**config.mk**
```make
export PLATFORM = sky130hd
export DESIGN_NAME = press_classifier
export DESIGN_NICKNAME = d
export VERILOG_FILES = /design/src/rtl/press_classifier.sv
export SDC_FILE = /design/constraint.sdc
export NUM_CORES = 1
export LEC_CHECK = 0
export CORE_MARGIN = 2
export CORE_UTILIZATION = 57
export CTS_CLUSTER_DIAMETER = 100
export DETAILED_ROUTE_END_ITERATION = 16
export GPL_ROUTABILITY_DRIVEN = 0
export HOLD_SLACK_MARGIN = 0.12
export PLACE_DENSITY_LB_ADDON = 0.1
export SLEW_MARGIN = 40
export SYNTH_ARGS = -nofsm -noshare
export SYNTH_HDL_FRONTEND = slang
export SYNTH_SLANG_ARGS = --single-unit
```
**constraint.sdc**
```tcl
create_clock -name clk -period 2.5 [get_ports clk]
set_input_delay 0.75 -clock clk [delete_from_list [all_inputs] [get_ports clk]]
set_output_delay 0.75 -clock clk [all_outputs]
set_load 0.03 [all_outputs]
```
**src/rtl/press_classifier.sv**
```systemverilog
// -----------------------------------------------------------------------------
// press_classifier
//
// Turns conditioned button activity into single-cycle gesture events:
// short press, long press and double press. Consumes the edge pulses produced
// by the upstream input conditioner (already synchronized and debounced) and
// feeds gesture events to the control logic.
//
// Parameters
//   LONG_T : hold length in cycles that makes a press long (>= 2)
//   DBL_T  : gap window in cycles after a short release in which a second
//            press turns the gesture into a double (>= 2)
//   CNT_W  : counter width, 2**CNT_W > max(LONG_T, DBL_T)
//
// Ports
//   clk          : single clock, shared with the conditioner
//   reset        : asynchronous reset, active-high
//   cond         : conditioned button level (sanity input only)
//   rising       : one-cycle pulse on the press edge
//   falling      : one-cycle pulse on the release edge
//   short_press  : one-cycle pulse, press released early, no second press
//   long_press   : one-cycle pulse when a press has been held LONG_T cycles
//   double_press : one-cycle pulse when a second press starts in the gap
//   held         : level, high while in PRESS1, LONGHELD or RELEASE
// -----------------------------------------------------------------------------
module press_classifier #(
  parameter int LONG_T = 1000,
  parameter int DBL_T  = 250,
  parameter int CNT_W  = 16
) (
  input  logic clk,
  input  logic reset,
  input  logic cond,
  input  logic rising,
  input  logic falling,
  output logic short_press,
  output logic long_press,
  output logic double_press,
  output logic held
);

  typedef enum logic [2:0] {
    IDLE     = 3'd0,
    PRESS1   = 3'd1,
    GAP      = 3'd2,
    LONGHELD = 3'd3,
    RELEASE  = 3'd4
  } state_t;

  localparam logic [CNT_W-1:0] LONG_LAST = CNT_W'(LONG_T - 1);
  localparam logic [CNT_W-1:0] DBL_LAST  = CNT_W'(DBL_T - 1);

  state_t           state_q, state_d;
  logic [CNT_W-1:0] cnt_q,   cnt_d;
  logic             short_q, short_d;
  logic             long_q,  long_d;
  logic             dbl_q,   dbl_d;
  logic             held_q,  held_d;

  // The FSM runs purely on edge pulses; the level is accepted but not used
  // to steer any decision.
  logic cond_unused;
  assign cond_unused = cond;

  always_ff @(posedge clk or posedge reset) begin
    if (reset) begin
      state_q <= IDLE;
      cnt_q   <= '0;
      short_q <= 1'b0;
      long_q  <= 1'b0;
      dbl_q   <= 1'b0;
      held_q  <= 1'b0;
    end else begin
      state_q <= state_d;
      cnt_q   <= cnt_d;
      short_q <= short_d;
      long_q  <= long_d;
      dbl_q   <= dbl_d;
      held_q  <= held_d;
    end
  end

  always_comb begin
    state_d = state_q;
    cnt_d   = cnt_q;
    short_d = 1'b0;
    long_d  = 1'b0;
    dbl_d   = 1'b0;

    case (state_q)
      IDLE: begin
        // rising wins even if falling arrives in the same cycle
        if (rising) begin
          state_d = PRESS1;
          cnt_d   = '0;
        end
      end
      PRESS1: begin
        // a release on the threshold cycle still counts as short
        if (falling) begin
          state_d = GAP;
          cnt_d   = '0;
        end else if (cnt_q == LONG_LAST) begin
          long_d  = 1'b1;
          state_d = LONGHELD;
          cnt_d   = '0;
        end else begin
          cnt_d = cnt_q + CNT_W'(1);
        end
      end
      LONGHELD: begin
        if (falling) begin
          state_d = IDLE;
          cnt_d   = '0;
        end
      end
      GAP: begin
        // a second press on the timeout cycle still makes a double
        if (rising) begin
          dbl_d   = 1'b1;
          state_d = RELEASE;
          cnt_d   = '0;
        end else if (cnt_q == DBL_LAST) begin
          short_d = 1'b1;
          state_d = IDLE;
          cnt_d   = '0;
        end else begin
          cnt_d = cnt_q + CNT_W'(1);
        end
      end
      RELEASE: begin
        if (falling) begin
          state_d = IDLE;
          cnt_d   = '0;
        end
      end
      default: begin
        state_d = IDLE;
        cnt_d   = '0;
      end
    endcase
  end

  // held is derived from the next state so it lands on the same edge as state
  assign held_d = (state_d == PRESS1) || (state_d == LONGHELD) ||
                  (state_d == RELEASE);

  assign short_press  = short_q;
  assign long_press   = long_q;
  assign double_press = dbl_q;
  assign held         = held_q;

endmodule

```
Word level (Yosys, flattened, before mapping). Index checks and enable logic that the tools add are counted.

Register bits after elaboration: 23. Output and inout bits: 4. Word-level logic and storage cells: 45.

Add/sub/neg operators: 1. Eq/ne operators: 11. Mux-type cells: 22. Reduce and logical (&&, ||, !) cells: 5.

Operators by type and width (number): $mux 16 (6); $pmux 16 s4 (1); $mux 3 (6); $add 16x1->16 const B (1); $eq 16x10->1 const B (1); $eq 16x8->1 const B (1); $pmux 3 s4 (1); $eq 3x2->1 const B (3); $mux 1 (8); $eq 3x1->1 const B (2); $eq 3x3->1 const B (2); $logic_not 3->1 (1); $logic_or 1x1->1 (2); $ne 2x1->1 const B (1); $ne 2x2->1 const B (1); $reduce_and 2->1 (1); $reduce_or 2->1 (1).

Longest topological paths before layout.
Depth after elaboration: 7. Depth in mapped cells: 8.

Worst setup path before layout. Ideal clock, no wire load.

Path type: input port to flip-flop. Start point: input falling. End point: register cnt_q[7]. Setup time: 82 ps. Arrival time: 1729 ps. Required time: 2418 ps. Setup slack: 689 ps. Stages: 6. Path through: nor3b_2 -> nor2b_1 -> a22o_1 -> buf_2 -> a41oi_1 -> a31oi_1.

Word-level cells in the longest chain between the ends: 2. Elaborated cells on any way between the ends: 4.

RTL lines: start, declared (line 35) `input logic falling,`; $mux 16 / $ne 2x1->1 (equally long branches); $pmux 16 s4 / $reduce_and 2->1 (equally long branches); end signal, assigned (line 75) `cnt_q <= cnt_d;`; end, declared (line 54) `logic [CNT_W-1:0] cnt_q, cnt_d;`.

Several ways; a longest one is shown, not always the timed one. A chain may end at the register's enable or synchronous reset.

Final worst setup path.
Start point: register cnt_q[0]. End point: register cnt_q[3].

Word-level cells in the longest chain between the ends: 4. Elaborated cells on any way between the ends: 8.

RTL lines: $add 16x1->16, or another cell as far along (line 108, 128); $mux 16 (on tied branches) (line 123, 103); $mux 16 (on tied branches) (line 119, 100); $pmux 16 s4 (*) (line 90) `case (state_q)`.

Every way passes the cells marked *; elsewhere a longest branch is shown, timed or not.

==> impl_summary.md <==
Die
The initial utilization of the core area, before any placement, comes to 59.1%. In this run the horizontal extent of the chip is 51.4 µm. The core outline area is 2170 µm². The die covers 2650 µm².

The floorplan has 17 rows. The I/O pin count is 9. The die is 51.4 µm tall.

Worst hold path
The path category of the worst min-delay check is reg2reg.

Job
The tool flagged a number of max-cap violations equal to 0.

Power
Summed over all cells, the static leakage comes to 0.614 nW. Dividing total power by cell area gives a power density of 768 nW/µm². The worst IR drop on VDD is 604 µV. Power comes to 1.10 mW.

Finish
Compared with the post-synthesis result, the final layout area differs by 12.0%. The count of non-filler cells in the finished layout is 176. Cells with a size suffix above 1 make up 12.8% of the layout. The final instance area is 1440 µm². In the final design database the tool counted 156 nets. The library cells used most frequently in the layout, excluding fill and tap cells, are sky130_fd_sc_hd__dfrtp_1 (23), sky130_fd_sc_hd__nand2_1 (12), sky130_fd_sc_hd__a21oi_1 (10). The library cell used most frequently in the layout, excluding fill and tap cells, is sky130_fd_sc_hd__dfrtp_1.

The count of inserted antenna diode cells is 0.

Drt
The detailed-route vias per instance is 5.92. For this block, the routed nets add up to 2530 µm of wire. In the final routed layout, each cell accounts on average for 14.4 µm. The number of DRC markers in iteration 0 is 17.

The first-pass detailed-route iteration total is 4. In this run the remaining antenna-violating nets after routing total 0. The detailed router placed 1,042 vias in this run. In the routed design, unresolved DRC markers number 0.

CTS
The post-cts repair resize count is 0. Clock tree synthesis inserted a total of 3 buffers. After clock tree synthesis, the clock-pin slew on the worst setup and hold paths is 0.13 ns.

In this run the deepest clock path goes through 2 buffers. The cell sitting at the root of the clock tree is a sky130_fd_sc_hd__clkbuf_4. The CTS sink count is 23. The later pin in the worst-skew pair is clocked with a latency of 0.32 ns. The number of buffers inserted by post-CTS setup repair is 0.

Hold repair after CTS inserted 0 buffers. TritonCTS built the clock tree. In this run the number of H-tree levels came out at 1.

Global routing
The largest net degree at the start of global routing is 24. The number of global-route vias before repair is 1,051. The overall track demand over capacity in global routing is 23.1%. After global routing the overflow that remains totals 0. The number of antenna violations at the first check in global routing is 0.

The first global-routing pass estimated 4470 µm of wire.

Synthesis
The number of nets in the synthesized netlist is 142. Summing the areas of all compound-gate instances in the mapped netlist gives 15.1% of the synthesized area. The async set-or-reset flop fraction in the synthesized netlist is 100%. The count of mapped cells out of synthesis is 135.

The mux cell area share after synthesis is 0.780%. After synthesis, the largest family of logic cells by area is simple AND/OR/NAND/NOR gates. After Yosys synthesis, XOR and XNOR cells account for 3.41% of the synthesized area. Among all flip-flop cells after synthesis, the most frequent one is sky130_fd_sc_hd__dfrtp_1. The synthesized design contains 0 enable-type register cells. The number of library cell types mapped by synthesis is 38. The mean cell area of the mapped netlist is 9.50 µm².

After synthesis the netlist holds a flip-flop and latch count of 23. The area share of fa/ha/maj cells after synthesis is 1.95%. The share of synthesized cell area in and, or, nand and nor gates is 29.5%. The mapped netlist covers 1280 µm². Yosys printed 0 warnings. Sequential cells were found to cover 44.9% of the synthesized design area.

Placed design
The quantity of I/O buffers inserted on ports is 7. Detailed placement ended at an HPWL of 1810 µm. In this run, placement finished with an instance count of 172. After detailed placement, the total cell area comes to 1410 µm².

STA
Summed over all failing endpoints, the final setup total negative slack is 0 ns. Setup repair after global routing left no endpoint under its margin. Setup violations remaining at the end of the flow were counted as 0. On the final layout, the worst clock skew is 0.0106 ns. The number of pins with negative max-slew slack in the final report is 0. The shortest clock period the worst path allows after layout is 2.14 ns. The transition time at the pin with the least slew margin is 0.637 ns.

The peak clock frequency supported by timing is 467 MHz. The worst-case headroom to the max-slew limit is 57.5%. Of the available clock period, the critical path in the final layout requires 85.7%.

The count of final hold-check violations came to 0.

Setup path
The worst-path maximum fanout is 15. The critical path arrival is 2.36 ns. For flop-to-flop paths, the worst setup slack is 0.36 ns. The worst setup path is launched from a flop.

The required time at the endpoint of the critical path is 2.72 ns. The kind of end point of the critical path is a flop. The kind of critical path is reg2reg.

Run status
The run finished with clean final reports.
[critical path, cell delays in order (launching register included)]
cell and delay (ns):
sky130_fd_sc_hd__dfrtp_1 0.45, sky130_fd_sc_hd__ha_1 0.26, sky130_fd_sc_hd__and4_1 0.21, sky130_fd_sc_hd__nand4_1 0.19, sky130_fd_sc_hd__a22oi_2 0.59, sky130_fd_sc_hd__o21ai_1 0.15
sky130_fd_sc_hd__a21o_1 0.19
[metal layers]
metal | global-route usage [%] | share of wire, % | vias to the layer above
met3 | 2.92 | 4.8 | 6
met5 | 0 | 0 | -
li1 | - | - | 513
met2 | 40.2 | 50 | 25
met1 | 28.2 | 44 | 498
met4 | 10.5 | 1.8 | 0
[final cells by class]
cell class	count	area, µm²
inverter	7	26.3
fill	191	733
tap	28	35.0
timing repair buffer	14	123
multi-input combinational	100	651
clock buffer	4	26.3
sequential	23	576
[logic make-up after synthesis]
logic type | after synthesis
adder cells (fa/ha/maj) | 2
AND/OR/NAND/NOR | 61
flip-flops | 23
AO/OA/AOI/OAI | 31
XOR/XNOR | 5
buffers and inverters | 12
multiplexers | 1
[stage by stage]
stage          hold WS (ns)  utilization, %  setup slack, ns
3_5_place_dp          0.496            65.0           0.0398
6_report              0.519            66.2            0.358
4_1_cts               0.516            66.2            0.354
5_1_grt               0.538            66.2            0.166
3_3_place_gp          0.500            65.0           0.0722
2_1_floorplan         0.467               -            0.689
[state kept, by name, summed over array words and instances, names as in the netlist]
signal and cells:
long_press 1, state_q 3, short_press 1, held 1, double_press 1, cnt_q 16
[path summary, 6_finish.rpt]
check | startpoint | endpoint | cells past startpoint
max | cnt_q[0] | cnt_q[3] | 6
min | cnt_q[7] | cnt_q[7] | 1
max reg2reg | cnt_q[0] | cnt_q[3] | 6
min reg2reg | cnt_q[7] | cnt_q[7] | 1
max in group asynchronous | reset | cnt_q[3] | 3
min in group asynchronous | reset | double_press | 3
[where the power goes]
part	switching, mW	internal, mW	total [mW]
clock	0.114	0.0626	0.177
sequential	0.0740	0.420	0.494
combinational	0.247	0.184	0.431
[Yosys cell counts (3+ instances only)]
cell / instances / share of area [%]
sky130_fd_sc_hd__nand4_1: 3 / 1.5
sky130_fd_sc_hd__o21ai_0: 8 / 3.1
sky130_fd_sc_hd__nand2_1: 12 / 3.5
sky130_fd_sc_hd__buf_2: 3 / 1.2
sky130_fd_sc_hd__xnor2_1: 3 / 2.0
sky130_fd_sc_hd__inv_1: 7 / 2.0
sky130_fd_sc_hd__a21oi_1: 10 / 3.9
sky130_fd_sc_hd__or3_1: 6 / 2.9
sky130_fd_sc_hd__nor3_1: 3 / 1.2
sky130_fd_sc_hd__dfrtp_1: 23 / 45
sky130_fd_sc_hd__and3_1: 3 / 1.5
sky130_fd_sc_hd__nor2_1: 8 / 2.3
sky130_fd_sc_hd__nand3_1: 8 / 3.1
sky130_fd_sc_hd__nor3b_1: 4 / 2.3
(Power assumes the default switching activity.)
